File: src/rtl/dll_pkg.sv
// Shared types and sequence-number helpers for the DLL ACK/NAK receive path.
// Used by dll_acknak_scheduler and its sub-modules.
package dll_pkg;

  localparam int SEQ_W = 12;

  typedef enum logic [1:0] {
    IDLE     = 2'd0,
    ACK_WAIT = 2'd1,
    SEND_ACK = 2'd2,
    SEND_NAK = 2'd3
  } dll_state_t;

  function automatic logic [SEQ_W-1:0] seq_diff(input logic [SEQ_W-1:0] a,
                                                input logic [SEQ_W-1:0] b);
    return a - b;
  endfunction

  // Duplicate when the TLP lies 1..half-range behind NEXT_RCV_SEQ.
  function automatic logic seq_in_dup_window(input logic [SEQ_W-1:0] next_seq,
                                             input logic [SEQ_W-1:0] seq);
    logic [SEQ_W-1:0] d;
    d = seq_diff(next_seq, seq);
    return (d != '0) && (d <= {1'b1, {(SEQ_W-1){1'b0}}});
  endfunction

endpackage

File: src/rtl/dll_ack_timer.sv
// ACK coalescing latency counter: counts while enabled, flags expiry at
// LATENCY-1 and holds there until cleared.
module dll_ack_timer #(
  parameter int LATENCY = 32
) (
  input  logic clk,
  input  logic rst,
  input  logic clear,
  input  logic enable,
  output logic expire
);

  localparam int CNT_W = (LATENCY > 1) ? $clog2(LATENCY) : 1;

  logic [CNT_W-1:0] count_reg;

  assign expire = enable && (count_reg == CNT_W'(LATENCY - 1));

  always_ff @(posedge clk or posedge rst) begin
    if (rst) begin
      count_reg <= '0;
    end else if (clear) begin
      count_reg <= '0;
    end else if (enable && !expire) begin
      count_reg <= count_reg + 1'b1;
    end
  end

endmodule

File: src/rtl/dll_acknak_scheduler.sv
// Receive-side ACK/NAK scheduler: checks TLP sequence numbers, tracks
// NEXT_RCV_SEQ and requests ACK/NAK DLLPs. DLL_ACK_COALESCE_EN enables ACK coalescing.
module dll_acknak_scheduler #(
  parameter int ACK_LATENCY = 32,
  parameter int SEQ_W       = dll_pkg::SEQ_W
) (
  input  logic             clk,
  input  logic             preset,
  input  logic             DL_up,
  input  logic             tlp_done_i,
  input  logic [SEQ_W-1:0] tlp_seq_i,
  input  logic             tlp_crc_ok_i,
  output logic             tlp_accept_o,
  output logic             dllp_valid_o,
  output logic             dllp_nak_o,
  output logic [SEQ_W-1:0] dllp_seq_o,
  input  logic             dllp_ready_i,
  output logic [SEQ_W-1:0] next_rcv_seq_o
);

  import dll_pkg::*;

  dll_state_t       state_reg, state_next;
  logic [SEQ_W-1:0] next_seq_reg, next_seq_next;
  logic [SEQ_W-1:0] dllp_seq_reg, dllp_seq_next;
  logic             nak_sched_reg, nak_sched_next;
  logic             ack_pending_reg, ack_pending_next;
  logic             nak_latch_reg, nak_latch_next;
  logic             dup_latch_reg, dup_latch_next;
  logic             accept_reg, accept_next;

  logic       done, good, dup, nak_req, in_send, handshake, timer_expire;
  dll_state_t ack_target;

  assign done      = DL_up && tlp_done_i;
  assign good      = done && tlp_crc_ok_i && (tlp_seq_i == next_seq_reg);
  assign dup       = done && tlp_crc_ok_i && seq_in_dup_window(next_seq_reg, tlp_seq_i);
  assign nak_req   = done && !good && !dup && !nak_sched_reg;
  assign in_send   = (state_reg == SEND_ACK) || (state_reg == SEND_NAK);
  assign handshake = in_send && dllp_ready_i;

  // A latency below one cycle cannot be represented by the timer.
  if (ACK_LATENCY < 1) begin : g_latency_invalid
  end

`ifdef DLL_ACK_COALESCE_EN
  assign ack_target = ACK_WAIT;

  dll_ack_timer #(
    .LATENCY(ACK_LATENCY)
  ) u_ack_timer (
    .clk    (clk),
    .rst    (preset),
    .clear  ((state_reg != ACK_WAIT) || !DL_up),
    .enable (state_reg == ACK_WAIT),
    .expire (timer_expire)
  );
`else
  assign ack_target   = SEND_ACK;
  assign timer_expire = 1'b0;
`endif

  always_comb begin
    state_next       = state_reg;
    next_seq_next    = next_seq_reg;
    nak_sched_next   = nak_sched_reg;
    dllp_seq_next    = dllp_seq_reg;
    accept_next      = good;
    ack_pending_next = 1'b0;
    nak_latch_next   = 1'b0;
    dup_latch_next   = 1'b0;

    if (good) begin
      next_seq_next  = next_seq_reg + 1'b1;
      nak_sched_next = 1'b0;
    end
    if (nak_req) begin
      nak_sched_next = 1'b1;
    end

    case (state_reg)
      IDLE, ACK_WAIT: begin
        if (nak_req) begin
          state_next = SEND_NAK;
        end else if (dup) begin
          state_next = SEND_ACK;
        end else if ((state_reg == ACK_WAIT) && timer_expire) begin
          state_next = SEND_ACK;
        end else if (good) begin
          state_next = ack_target;
        end
      end
      SEND_ACK, SEND_NAK: begin
        // Type and payload are frozen until the handshake; later events queue up.
        if (handshake) begin
          if (nak_req || nak_latch_reg) begin
            state_next = SEND_NAK;
          end else if (dup || dup_latch_reg) begin
            state_next = SEND_ACK;
          end else if (good || ack_pending_reg) begin
            state_next = ack_target;
          end else begin
            state_next = IDLE;
          end
        end else begin
          ack_pending_next = ack_pending_reg || good;
          nak_latch_next   = nak_latch_reg || nak_req;
          dup_latch_next   = dup_latch_reg || dup;
        end
      end
      default: state_next = IDLE;
    endcase

    // Payload tracks NEXT_RCV_SEQ-1 and is captured as a request starts.
    if (!in_send || handshake) begin
      dllp_seq_next = next_seq_next - 1'b1;
    end

    if (!DL_up) begin
      state_next       = IDLE;
      next_seq_next    = '0;
      nak_sched_next   = 1'b0;
      dllp_seq_next    = '1;
      accept_next      = 1'b0;
      ack_pending_next = 1'b0;
      nak_latch_next   = 1'b0;
      dup_latch_next   = 1'b0;
    end
  end

  always_ff @(posedge clk or posedge preset) begin
    if (preset) begin
      state_reg       <= IDLE;
      next_seq_reg    <= '0;
      dllp_seq_reg    <= '1;
      nak_sched_reg   <= 1'b0;
      ack_pending_reg <= 1'b0;
      nak_latch_reg   <= 1'b0;
      dup_latch_reg   <= 1'b0;
      accept_reg      <= 1'b0;
    end else begin
      state_reg       <= state_next;
      next_seq_reg    <= next_seq_next;
      dllp_seq_reg    <= dllp_seq_next;
      nak_sched_reg   <= nak_sched_next;
      ack_pending_reg <= ack_pending_next;
      nak_latch_reg   <= nak_latch_next;
      dup_latch_reg   <= dup_latch_next;
      accept_reg      <= accept_next;
    end
  end

  assign tlp_accept_o   = accept_reg;
  assign dllp_valid_o   = in_send;
  assign dllp_nak_o     = (state_reg == SEND_NAK);
  assign dllp_seq_o     = dllp_seq_reg;
  assign next_rcv_seq_o = next_seq_reg;

endmodule

File: config.mk
export PLATFORM = sky130hd
export DESIGN_NAME = dll_acknak_scheduler
export DESIGN_NICKNAME = d
export VERILOG_FILES = /design/src/rtl/dll_pkg.sv /design/src/rtl/dll_ack_timer.sv /design/src/rtl/dll_acknak_scheduler.sv
export SDC_FILE = /design/constraint.sdc
export NUM_CORES = 1
export LEC_CHECK = 0
export ABC_CLOCK_PERIOD_IN_PS = 6050
export CAP_MARGIN = 20
export CORE_MARGIN = 2
export CORE_UTILIZATION = 35
export CTS_BUF_LIST = sky130_fd_sc_hd__clkbuf_8
export DETAILED_ROUTE_END_ITERATION = 8
export GPL_TIMING_DRIVEN = 0
export PLACE_DENSITY = 0.61
export SYNTH_ARGS = -nofsm -noshare
export SYNTH_HDL_FRONTEND = slang
export SYNTH_SLANG_ARGS = --single-unit
export TNS_END_PERCENT = 30
File: constraint.sdc
create_clock -name clk -period 6.05 [get_ports clk]
set_clock_uncertainty 0.05 [all_clocks]
set_input_delay 1.21 -clock clk [delete_from_list [all_inputs] [get_ports clk]]
set_output_delay 1.21 -clock clk [all_outputs]
set_load 0.01 [all_outputs]
# Yosys cells after proc, flatten, opt, wreduce, memory -nomap -nowiden
# Index checks and enable logic that the tools add are counted.
dict set report word_totals {
  ff_bits 31
  out_inout_bits 27
  elab_cells 69
}
dict set report op_classes {
  addsub 3
  magnitude_cmp 1
  n_eq_ne 8
  mux 26
  n_reduce_logical 23
}
# op n
set op_table {}
lappend op_table {{two-way mux 12 bit} 4}
lappend op_table {{two-way mux 2 bit} 8}
lappend op_table {{two-way mux 1 bit} 13}
lappend op_table {{adder 12 x 1 -> 12 bit, second input constant} 1}
lappend op_table {{== test 12 bit} 1}
lappend op_table {{less-or-equal comparator 12 bit, second input constant} 1}
lappend op_table {{nonzero test 12 bit} 1}
lappend op_table {{subtractor 12 x 1 -> 12 bit, second input constant} 1}
lappend op_table {{subtractor 12 bit} 1}
lappend op_table {{logical AND 1 bit} 9}
lappend op_table {{logical OR 1 bit} 5}
lappend op_table {{!= test 5 bit, second input constant} 1}
lappend op_table {{== test 2 bit, second input constant} 2}
lappend op_table {{zero test 1 bit} 4}
lappend op_table {{case mux 2 bit (2 select lines)} 1}
lappend op_table {{OR reduction 2 bit} 2}
lappend op_table {{!= test 3 x 1 -> 1 bit, second input constant} 1}
lappend op_table {{!= test 3 bit, second input constant} 1}
lappend op_table {{== test 2 x 1 -> 1 bit, second input constant} 1}
lappend op_table {{zero test 2 bit} 1}
lappend op_table {{!= test 2 x 1 -> 1 bit, second input constant} 1}
lappend op_table {{AND reduction 2 bit} 1}

# Longest topological paths before layout
# Gate-level depths: netlist (run 1).
dict set report depth {
  depth_word 12
  ltp_mapped 12
}

# Least setup slack after synthesis (run 1)
# Ideal clock, no wire load.
dict set report synth_path {
  path_type {input -> register}
  startpoint {in tlp_seq_i[7]}
  endpoint {reg dllp_seq_reg[4] (netlist: dllp_seq_o[4])}
  setup_ps 61
  arrival_ps 3708
  required_time_ps 5939
  setup_slack_ps 2231
  stages 12
  n_path_buf 1
  path_cell_list {inv_1 ha_1 nand4_2 or4_4 or2_4 buf_6 mux2i_1 ha_1 nand2_1 a21boi_0 xor2_1 o22a_1}
}
dict set report synth_between {
  elab_chain_cells 6
}
# item line_no
set synth_rtl {}
lappend synth_rtl {{from (decl)} dll_acknak_scheduler.sv:11} ;# input logic [SEQ_W-1:0] tlp_seq_i,
lappend synth_rtl {{== test 12 bit} dll_acknak_scheduler.sv:36} ;# assign good = done && tlp_crc_ok_i && (tlp_seq_i == next_seq_reg);
lappend synth_rtl {{logical AND 1 bit} dll_acknak_scheduler.sv:36}
lappend synth_rtl {{two-way mux 12 bit} dll_acknak_scheduler.sv:73} ;# if (good) begin
lappend synth_rtl {{subtractor 12 x 1 -> 12 bit} dll_acknak_scheduler.sv:116} ;# dllp_seq_next = next_seq_next - 1'b1;
lappend synth_rtl {{two-way mux 12 bit} dll_acknak_scheduler.sv:115} ;# if (!in_send || handshake) begin
lappend synth_rtl {{two-way mux 12 bit} dll_acknak_scheduler.sv:119} ;# if (!DL_up) begin
lappend synth_rtl {{to (signal assigned)} dll_acknak_scheduler.sv:144} ;# dllp_seq_reg <= dllp_seq_next;
lappend synth_rtl {{to (decl)} dll_acknak_scheduler.sv:25} ;# logic [SEQ_W-1:0] dllp_seq_reg, dllp_seq_next;
# No other way between the ends. The select of a mux whose other input is x is not followed.
# A chain may end at the register's enable or synchronous reset.

# Final worst setup path (run 1)
# Ends and elaborated chain as after synthesis.

==> summary.md, run 1 <==
| Metric | Value |
|---|---|
| Pin count of the biggest net entering global routing | 18 |
| Reg-to-reg startpoint | next_rcv_seq_o[7] |
| Main synth FF type | dfrtp_1 |
| Std-Cell Rows | 30 |
| Post-layout util | 0.4533 |
| CTS Buf Count | 5 |
| CTS sink count | 31 |
| Initial Util | 0.3568 |
| Initial antenna violation count | 0 |
| Pins Over Slew Limit | 0 |
| Max Cap Viol | 0 |
| # IOs | 45 |
| Hold path depth | 2 |
| GRT Util Overall | 0.1633 |
| Number of global-route vias before repair | 2122 |
| Crit path kind | in -> reg |
| Die width | slightly below 90 um |
| Post-synthesis compound-gate area fraction | 0.1754 |
| Total gr overflow | 0 |
| Critical Path Fanout Max | 10 |
| Full die area | ~0.0075 mm2 |
| Drt wl/cell | about 15 um |
| Fin. Hold Viols | 0 |
| Met1 usage | 0.2173 |
| Syn_nets | about 300 |
| #FFs+latches synth | 31 |
| Final GP Congestion | roughly 0.83 |
| Vias/cell | approximately 5.4 |
| CP endpoint kind | flip-flop |
| VDD IR max | ~120 uV |
| FMAX | approximately 230 MHz |
| Top cell type's share of synthesized area | 0.1983 |
| Final setup viols | 0 |
| 1st-pass router iterations | 4 |
| Tightest Pin Transition | 696.0 ps |
| Die Span Y | about 87 um |
| Status | finished, final reports clean |
| CTS tree | yes |
| Post_cts resized | 0 |
| Hold Crit Endpoint | dllp_seq_o[0] |
| Post-CTS Setup Inserts | 0 |
| Post-Syn Area | roughly 0.0024 mm2 |
| Mean Syn Cell Area | between 8 and 9 um2 |
| Initial DRC Count | ~110 |
| Mux cell area share after synthesis | 0.02349 |
| CP arrival | ~4600 ps |
| Register area share after synthesis | 0.3299 |
| Antenna Nets Post-Route | 0 |
| Number of diodes | 0 |
| RSZ-0062 raised after global routing | false |
| Period utilization | 0.7342 |
| Capture point of the worst reg-to-reg path | dllp_seq_o[4] |
| Share of cells above drive strength 1 | 0.1080 |
| Core Region | roughly 0.0067 mm2 |
| Hold Slack | ~460 ps |
| Required time worst endpoint | 6220 ps |
| Synth Area in Simple Gates | 0.2547 |
| Pleak | 1.266 nW |
| Dpl hpwl | about 4.6 mm |
| Final Non-Filler Cells | approximately 400 |
| Post-synth top cells | 20 x inv_1, 20 x nand2_1, 19 x dfrtp_1, 18 x nor3_1, 18 x xnor2_1 |
| Power Total | ~0.00042 W |
| Worst-case reg-to-reg path depth | 11 |
| Clk slew on worst S/H paths | roughly 60 ps |
| Adder-cell share of the synthesized area | 0.06785 |
| Nets@finish | roughly 350 |
| Relative slew margins | 0.5355 |
| Largest family of logic cells by synthesized area | simple AND/OR/NAND/NOR gates |
| Yosys Warn Count | 0 |
| Hold Crit Class | reg -> reg |
| Synth cell types | 54 |
| Synthesis-to-layout area growth | 27.04% |
| Post-synthesis xor/xnor area fraction | 0.09864 |
| Mapped Cells | between 200 and 300 |
| GRT met2 Usage | 0.2594 |
| # port buffers | 44 |
| DRC viols | 0 |
| First-pass GRT wire length | around 9.8 mm |
| DR vias | roughly 2.2k |
| CP startpoint kind | input port |
| Asr flop ratio synth | 1.000 |
| Clock Path Buffers | 2 |
| Routed wire length | between 5 and 6 mm |
| Hold_sp | dllp_seq_o[0] |
| Worst-skew pair later-pin latency | 280 ps |
| Largest cells by area after synthesis | dfrtp_1 20%, dfstp_2 13%, ha_1 6.8%, xnor2_1 6.6%, nor3_1 3.8% |
| Post-synth top area cell | dfrtp_1 |
| Period minus WS final | about 4400 ps |
| H-tree levels | 2 |
| Met3 usage | 0.03048 |
| # hold bufs at CTS | 0 |
| Root buf cell | clkbuf_8 |
| Number of flops mapped to enable cells by yosys | 0 |
| P per Cell Area | 137.5 mW/mm2 |
| Fillers | 661 |
| Dpl cells | ~400 |
| Setup TNS | 0 ps |
| Reg2reg setup slack | 2510 ps |
| Top Usage Layer GRT | met2 |
==> metrics by stage <==
stage / setup WS, ps / cell area, um2
CTS: 1631 / 3045
detailed placement: 1369 / 2965
floorplan: 2231 / 2397
finish: 1608 / 3045
global placement: 1334 / 2938
global route: 1468 / 3045
==> cells by family after synthesis <==
family,count (synthesis)
AO/OA/AOI/OAI,56
buffers and inverters,30
XOR/XNOR,27
multiplexers,5
AND/OR/NAND/NOR,109
adder cells (fa/ha/maj),13
flip-flops,31
==> placed cells by master, fill, tap and decap left out, types with 2 or more instances in the layout <==
| cell | instances |
|---|---|
| or3_1 | 2 |
| clkdlybuf4s50_1 | 44 |
| dfrtp_1 | 19 |
| nor2b_1 | 13 |
| o21a_1 | 2 |
| nor3b_1 | 3 |
| nor4_1 | 7 |
| nor3_1 | 18 |
| xnor2_1 | 18 |
| a21oi_1 | 9 |
| o22a_1 | 10 |
| or4_1 | 2 |
| o21ai_0 | 7 |
| nand2_1 | 20 |
| inv_1 | 23 |
| ha_1 | 13 |
| xor2_1 | 9 |
| dfstp_2 | 12 |
| o31a_1 | 3 |
| o31ai_1 | 2 |
| and4_1 | 2 |
| a31oi_1 | 5 |
| mux2_2 | 2 |
| nand2b_1 | 3 |
| and2_1 | 3 |
| or2_2 | 3 |
| clkbuf_1 | 9 |
| nand3_1 | 7 |
| mux2i_1 | 2 |
| nand4_1 | 3 |
| a2111oi_0 | 2 |
| nor2_1 | 16 |
| o21bai_1 | 2 |
| clkbuf_8 | 5 |
| a211oi_1 | 2 |
==> worst max-delay path by stage <==
| stage | start | cells past startpoint | slack (ps) | end |
|---|---|---|---|---|
| 2_1_floorplan | tlp_seq_i[7] | 12 | 2230 | dllp_seq_o[4] |
| 3_3_place_gp | tlp_seq_i[7] | 13 | 1330 | dllp_seq_o[4] |
| 3_5_place_dp | tlp_seq_i[7] | 13 | 1370 | dllp_seq_o[4] |
| 4_1_cts | tlp_seq_i[7] | 13 | 1630 | dllp_seq_o[4] |
| 5_1_grt | tlp_seq_i[7] | 13 | 1470 | dllp_seq_o[4] |
| 6_report | tlp_seq_i[7] | 13 | 1610 | dllp_seq_o[4] |
==> per-layer routing <==
layer | vias to the layer above | part of all wire
met4 | 0 | 0.025
met5 | - | 0
met1 | 1020 | 0.48
met2 | 64 | 0.45
li1 | 1084 | -
met3 | 12 | 0.039
==> critical path, cell delays in order <==
cell and delay, ps:
clkdlybuf4s50_1 460, inv_1 40, ha_1 410, nand4_2 210
or4_4 600, or2_4 270, buf_6 160, mux2i_1 220
ha_1 260, nand2_1 130, a21boi_0 250, xor2_1 230
o22a_1 150
==> report_power, final <==
| group | internal, W | switching, W |
|---|---|---|
| sequential | 0.000210 | 0.00000171 |
| combinational | 0.0000280 | 0.0000299 |
| clock | 0.0000764 | 0.0000731 |
==> final cells by class <==
class	count	area [um2]	share of cell area
inverters	20	75.07	0.02465
multi-input cells	210	1486	0.4881
flip-flops and latches	31	790.8	0.2597
repair buffers	45	467.9	0.1537
clock inverters	3	11.26	0.003698
well taps	80	100.1	0.03287
clock buffers	5	68.82	0.02260
plain buffers	10	45.04	0.01479
(Power assumes the default switching activity.)
==> inputs of run 2 (changes only) <==
ABC_CLOCK_PERIOD_IN_PS = 3950   (was 6050)
PLACE_DENSITY = 0.64   (was 0.61)
clock period = 3.95 ns   (was 6.05 ns; I/O delays follow)
==> run 2 against run 1 <==
Net effect:
- wire length grew 1.2%
- sequential share of layout area decreased by 0.17 points
- power up 55%
- die area unchanged
- cell count did not move
- worst hold slack gained 0.62 ps
- register-to-register slack worse by 2000 ps
- via count about the same
- first-iteration DRC count is 27% lower
- final area is 0.66% higher
- non-clock buffer count unchanged
- sequential cell count is the same
==> summary.md, run 2 (same netlist as run 1, synthesis figures left out) <==
| Metric | Value |
|---|---|
| Status | finished, final reports clean |
| Pin count of the biggest net entering global routing | 18 |
| Initial Util | 0.3568 |
| Period minus WS final | 3909 ps |
| FMAX | roughly 260 MHz |
| Worst-skew pair later-pin latency | around 280 ps |
| Critical Path Fanout Max | 10 |
| Setup TNS | 0 ps |
| Power Total | between 0.0006 and 0.0007 W |
| Total gr overflow | 0 |
| CP startpoint kind | input port |
| First-pass GRT wire length | just under 10 mm |
| CTS Buf Count | 5 |
| Post-CTS Setup Inserts | 0 |
| Switching pwr | 0.0001654 W |
| Full die area | 0.007527 mm2 |
| Std-Cell Rows | 30 |
| Crit path kind | in -> reg |
| CP endpoint kind | flip-flop |
| P per Cell Area | roughly 210 mW/mm2 |
| Antenna Nets Post-Route | 0 |
| Nets@finish | approximately 350 |
| Commonest non-fill, non-tap cells in the layout | 44 x clkdlybuf4s50_1, 22 x inv_1, 20 x nand2_1 |
| Fillers | ~670 |
| Clk slew on worst S/H paths | ~60 ps |
| Initial DRC Count | a little over 80 |
| Crit-path max cell delay | about 600 ps |
| VDD IR max | around 190 uV |
| Core Region | 0.006719 mm2 |
| Hold Crit Class | reg -> reg |
| Relative slew margins | 0.5421 |
| Fin. Hold Viols | 0 |
| H-tree levels | 2 |
| DR vias | around 2.2k |
| Drt wl/cell | between 10 and 15 um |
| Max Cap Viol | 0 |
| Tightest Pin Transition | just under 700 ps |
| Commonest non-fill, non-tap cell in the layout | clkdlybuf4s50_1 |
| Critical path buffers and inverters | 3 |
| 1st-pass router iterations | 4 |
| Final setup viols | 0 |
| # IOs | 45 |
| Clk pwr share | 0.364 |
| Final GP Congestion | between 0.8 and 0.9 |
| CTS tree | yes |
| Seq pwr share | 0.500 |
| CTS sink count | 31 |
| Comb power frac | 0.136 |
| CP arrival | 4080 ps |
| FF/Latch Area | 790.8 um2 |
| Number of diodes | 0 |
| Pleak | between 1 and 1.5 nW |
| Pint | a little under 0.0005 W |
| Period utilization | 0.9896 |
| DRC viols | 0 |
| Top Family by Delay on Critical Path | simple AND/OR/NAND/NOR gates |
| Required time worst endpoint | around 4100 ps |
| # hold bufs at CTS | 0 |
| Vias/cell | between 5 and 6 |
| Hold Slack | between 400 and 500 ps |
| Synthesis-to-layout area growth | 27.87% |
| Pins Over Slew Limit | 0 |
| Sw Share | 0.2554 |
| Number of global-route vias before repair | between 2k and 2.5k |
| Dpl hpwl | 4.631 mm |
| Slowest cell on the critical path | or4_4 |
| Die width | between 80 and 90 um |
| Root buf cell | clkbuf_8 |
| Area of the multi-input gates | ~0.0015 mm2 |
| Clock Path Buffers | 2 |
| GRT Util Overall | 0.1635 |
| Initial antenna violation count | 0 |
| Routed wire length | 5.995 mm |
| Share of cells above drive strength 1 | 0.1265 |
| Die Span Y | approximately 87 um |
| Worst-path cell chain | clkdlybuf4s50_1 -> inv_1 -> ha_1 -> nand4_2 -> or4_4 -> or2_4 -> buf_6 -> xnor2_1 -> ha_2 -> nand2_1 -> a21boi_2 -> xor2_1 -> o22a_1 |
| RSZ-0062 raised after global routing | true |
| # port buffers | 44 |
run 2: power by group through the flow:
stage,logic (W),registers [W],clock network [W]
after detailed placement,0.0000885,0.000329,0
final,0.0000882,0.000324,0.000236
after CTS,0.0000890,0.000324,0.000243
after floorplan,0.0000516,0.000328,0
after global placement,0.0000840,0.000329,0
after global routing,0.0000982,0.000324,0.000256
run 2: layout make-up:
class / instances / area share
inverters: 20 / 0.02449
repair buffers: 45 / 0.1527
plain buffers: 10 / 0.01469
well taps: 80 / 0.03265
clock inverters: 3 / 0.004082
flip-flops and latches: 31 / 0.2580
multi-input cells: 210 / 0.4910
clock buffers: 5 / 0.02245
run 2: path summary, 6_finish.rpt:
kind / end / slack [ps] / depth (start not counted) / from
hold reg to reg: dup_latch_reg / 460 / 1 / dup_latch_reg
hold / removal: dup_latch_reg / 460 / 1 / dup_latch_reg
setup reg to reg: dllp_seq_o[4] / 530 / 11 / next_rcv_seq_o[7]
setup / recovery: dllp_seq_o[4] / 40 / 13 / tlp_seq_i[9]
max in group asynchronous: dllp_seq_o[11] / 2390 / 3 / preset
min in group asynchronous: state_reg[1] / 860 / 2 / preset
run 2: routing by layer:
layer,track usage,routed length (um),vias to the layer above
li1,-,-,1087
met1,0.2131,2765,1031
met2,0.2664,2800,54
met3,0.03714,324,9
met4,0.05682,105,0
met5,0,0,-
run 2: worst register-to-register path, cell delays in order (launching register included):
cell and delay [ps]:
dfrtp_1 470, ha_2 450, nand4_2 190, or4_4 610, or2_4 270, buf_6 160
xnor2_1 220, ha_2 260, nand2_1 140, a21boi_2 200, xor2_1 200, o22a_1 150
run 2: per-stage QoR:
step | worst slack (ps) | instances | area (um2) | util
after global routing | -83.86 | 404 | 3065 | 0.4562
after floorplan | 551.3 | 271 | 2397 | -
after global placement | -335.0 | 395 | 2938 | 0.4372
final | 40.96 | 404 | 3065 | 0.4562
after CTS | 28.61 | 404 | 3049 | 0.4538
after detailed placement | -362.4 | 396 | 2965 | 0.4413
run 2: repair_timing:
action | 4_1_cts | 5_1_grt
setup endpoints to repair | 1 | 5
resized for setup | 2 | 4
hold endpoints to repair | 0 | 0
==> RTL edit, RTL diff (settings of run 1) <==
Change the package constant `SEQ_W` from 12 to 10.
--- a/src/rtl/dll_pkg.sv
+++ b/src/rtl/dll_pkg.sv
@@ -2,7 +2,7 @@
 // Used by dll_acknak_scheduler and its sub-modules.
 package dll_pkg;
 
-  localparam int SEQ_W = 12;
+  localparam int SEQ_W = 10;
 
   typedef enum logic [1:0] {
     IDLE     = 2'd0,
Interface: changed (resized dllp_seq_o, next_rcv_seq_o and tlp_seq_i); port bits go from 45 to 39. The function was not compared with the original's and may differ.
==> RTL edit against run 1 <==
  * Core utilization increased by 0.94 points
  * Worst setup slack got worse by 98 ps
  * Routed wire length decreased by 15%
  * Synthesized area decreased by 15%
  * Total power decreased by 21%
  * Die area decreased by 14%
  * Global-route usage increased by 0.51 points
  * Cell area decreased by 15%
  * Sequential cell count decreased by 4
  * Largest cell class unchanged
  * Highest routed layer unchanged
==> RTL edit: results (changes against run 1) <==
Parameter                              Value

Run status
  Outcome    complete, no violations

Setup path
  Cells on worst reg2reg path    13 (+2)
  Critical Path Slowest Stage Cell    nor3_1
  R2r endpoint    dllp_seq_o[8]$_DFFE_PP1P_
  Critical register-to-register path startpoint    next_rcv_seq_o[6]$_DFF_PP0_
  Data arrival at the endpoint of the critical path    4690 ps (+80 ps)

Detailed routing
  Via density per instance    5.299 (-1.8%)

CTS
  TritonCTS sink count    27 (-13%)
  Level count of the clock H-tree    1 (-1)

Synthesis
  Synth Area in XOR/XNOR    9.407% (-0.46 points)
  Area share of fa/ha/maj cells after synthesis    6.720% (-0.065 points)
  Cells taking the most area after synthesis    dfrtp_1 21%, dfstp_2 13%, ha_1 6.7%, nor2_1 5.5%, xnor2_1 5.1%
  Multiplexer area fraction after synthesis    2.016% (-0.33 points)
  Post-synthesis cell type count    53 (-1.9%)
  Sequential-to-total area share from yosys stat    33.60% (+0.61 points)

Power and ir drop
  Reported net switching power    79.61 uW (-24%)
  Leakage component of the power    0.001036 uW (-18%)

Layout
  Layout clock area frac    1.747% (-0.88 points)
  Bufs w/o clock    52 (-5.5%)
  Comb_multi_in    187 (-11%)
  Buffer share of cell area    17.22% (+0.38 points)
  Post-layout net count    310 (-12%)
  Number of fill cells    583 (-12%)
  Fraction of final layout cells sized beyond drive strength 1    10.64% (-0.16 points)

Place
  DPL Wire Length    3883 um (-16%)
  Cell Area, Placed    2519 um^2 (-15%)

Hold path
  Worst hold endpoint    state_reg[0]$_DFFE_PP0P_
  Worst Hold Launch    state_reg[0]$_DFFE_PP0P_

Global routing
  Number of global-route vias before repair    1813 (-15%)
  Global-route total usage across every layer    16.84% (+0.51 points)
  Global-route wire length before repair    8680 um (-11%)
  Maximum number of pins on one net before global-route repair    28 (+10)
## RTL edit: changes by cell type after synthesis, sizes merged, moves of 5 or more
cell / before / now
nand3: 7 / 12
nand2: 20 / 14
nor3: 19 / 13
nor2: 16 / 30
inv: 20 / 11
nor2b: 13 / 1
xnor2: 18 / 12
nor4: 8 / 2
o22a: 10 / 4
## RTL edit: stage by stage
stage / cells / worst slack (ps) / utilization [%] / power, uW / hold slack [ps]
finish: 354 / 1510 / 46.26 / 331.1 / 452.3
CTS: 353 / 1553 / 45.99 / 338.2 / 459.0
floorplan: 239 / 2325 / - / 214.7 / 412.4
detailed placement: 349 / 1272 / 45.19 / 234.5 / 439.0
global placement: 349 / 1236 / 45.19 / 234.1 / 438.3
global route: 354 / 1264 / 46.26 / 350.8 / 486.8
## RTL edit: layer usage
| metal | GRT usage (%) | routed length (um) | up-vias | share of wire, % |
|---|---|---|---|---|
| li1 | - | - | 947 | - |
| met1 | 23.99 | 2393 | 877 | 47 |
| met2 | 27.42 | 2380 | 48 | 47 |
| met3 | 1.124 | 221 | 4 | 4.4 |
| met4 | 4.746 | 48 | 0 | 0.95 |
| met5 | 0 | 0 | - | 0 |
## RTL edit: how the worst max path moves through the flow
stage / from / endpoint / slack, ps
6_report: tlp_seq_i[6] / dllp_seq_o[8]$_DFFE_PP1P_ / 1510
5_1_grt: tlp_seq_i[6] / dllp_seq_o[8]$_DFFE_PP1P_ / 1260
3_3_place_gp: tlp_seq_i[6] / dllp_seq_o[8]$_DFFE_PP1P_ / 1240
3_5_place_dp: tlp_seq_i[6] / dllp_seq_o[8]$_DFFE_PP1P_ / 1270
4_1_cts: tlp_seq_i[6] / dllp_seq_o[8]$_DFFE_PP1P_ / 1550
2_1_floorplan: tlp_seq_i[6] / dllp_seq_o[8]$_DFFE_PP1P_ / 2330
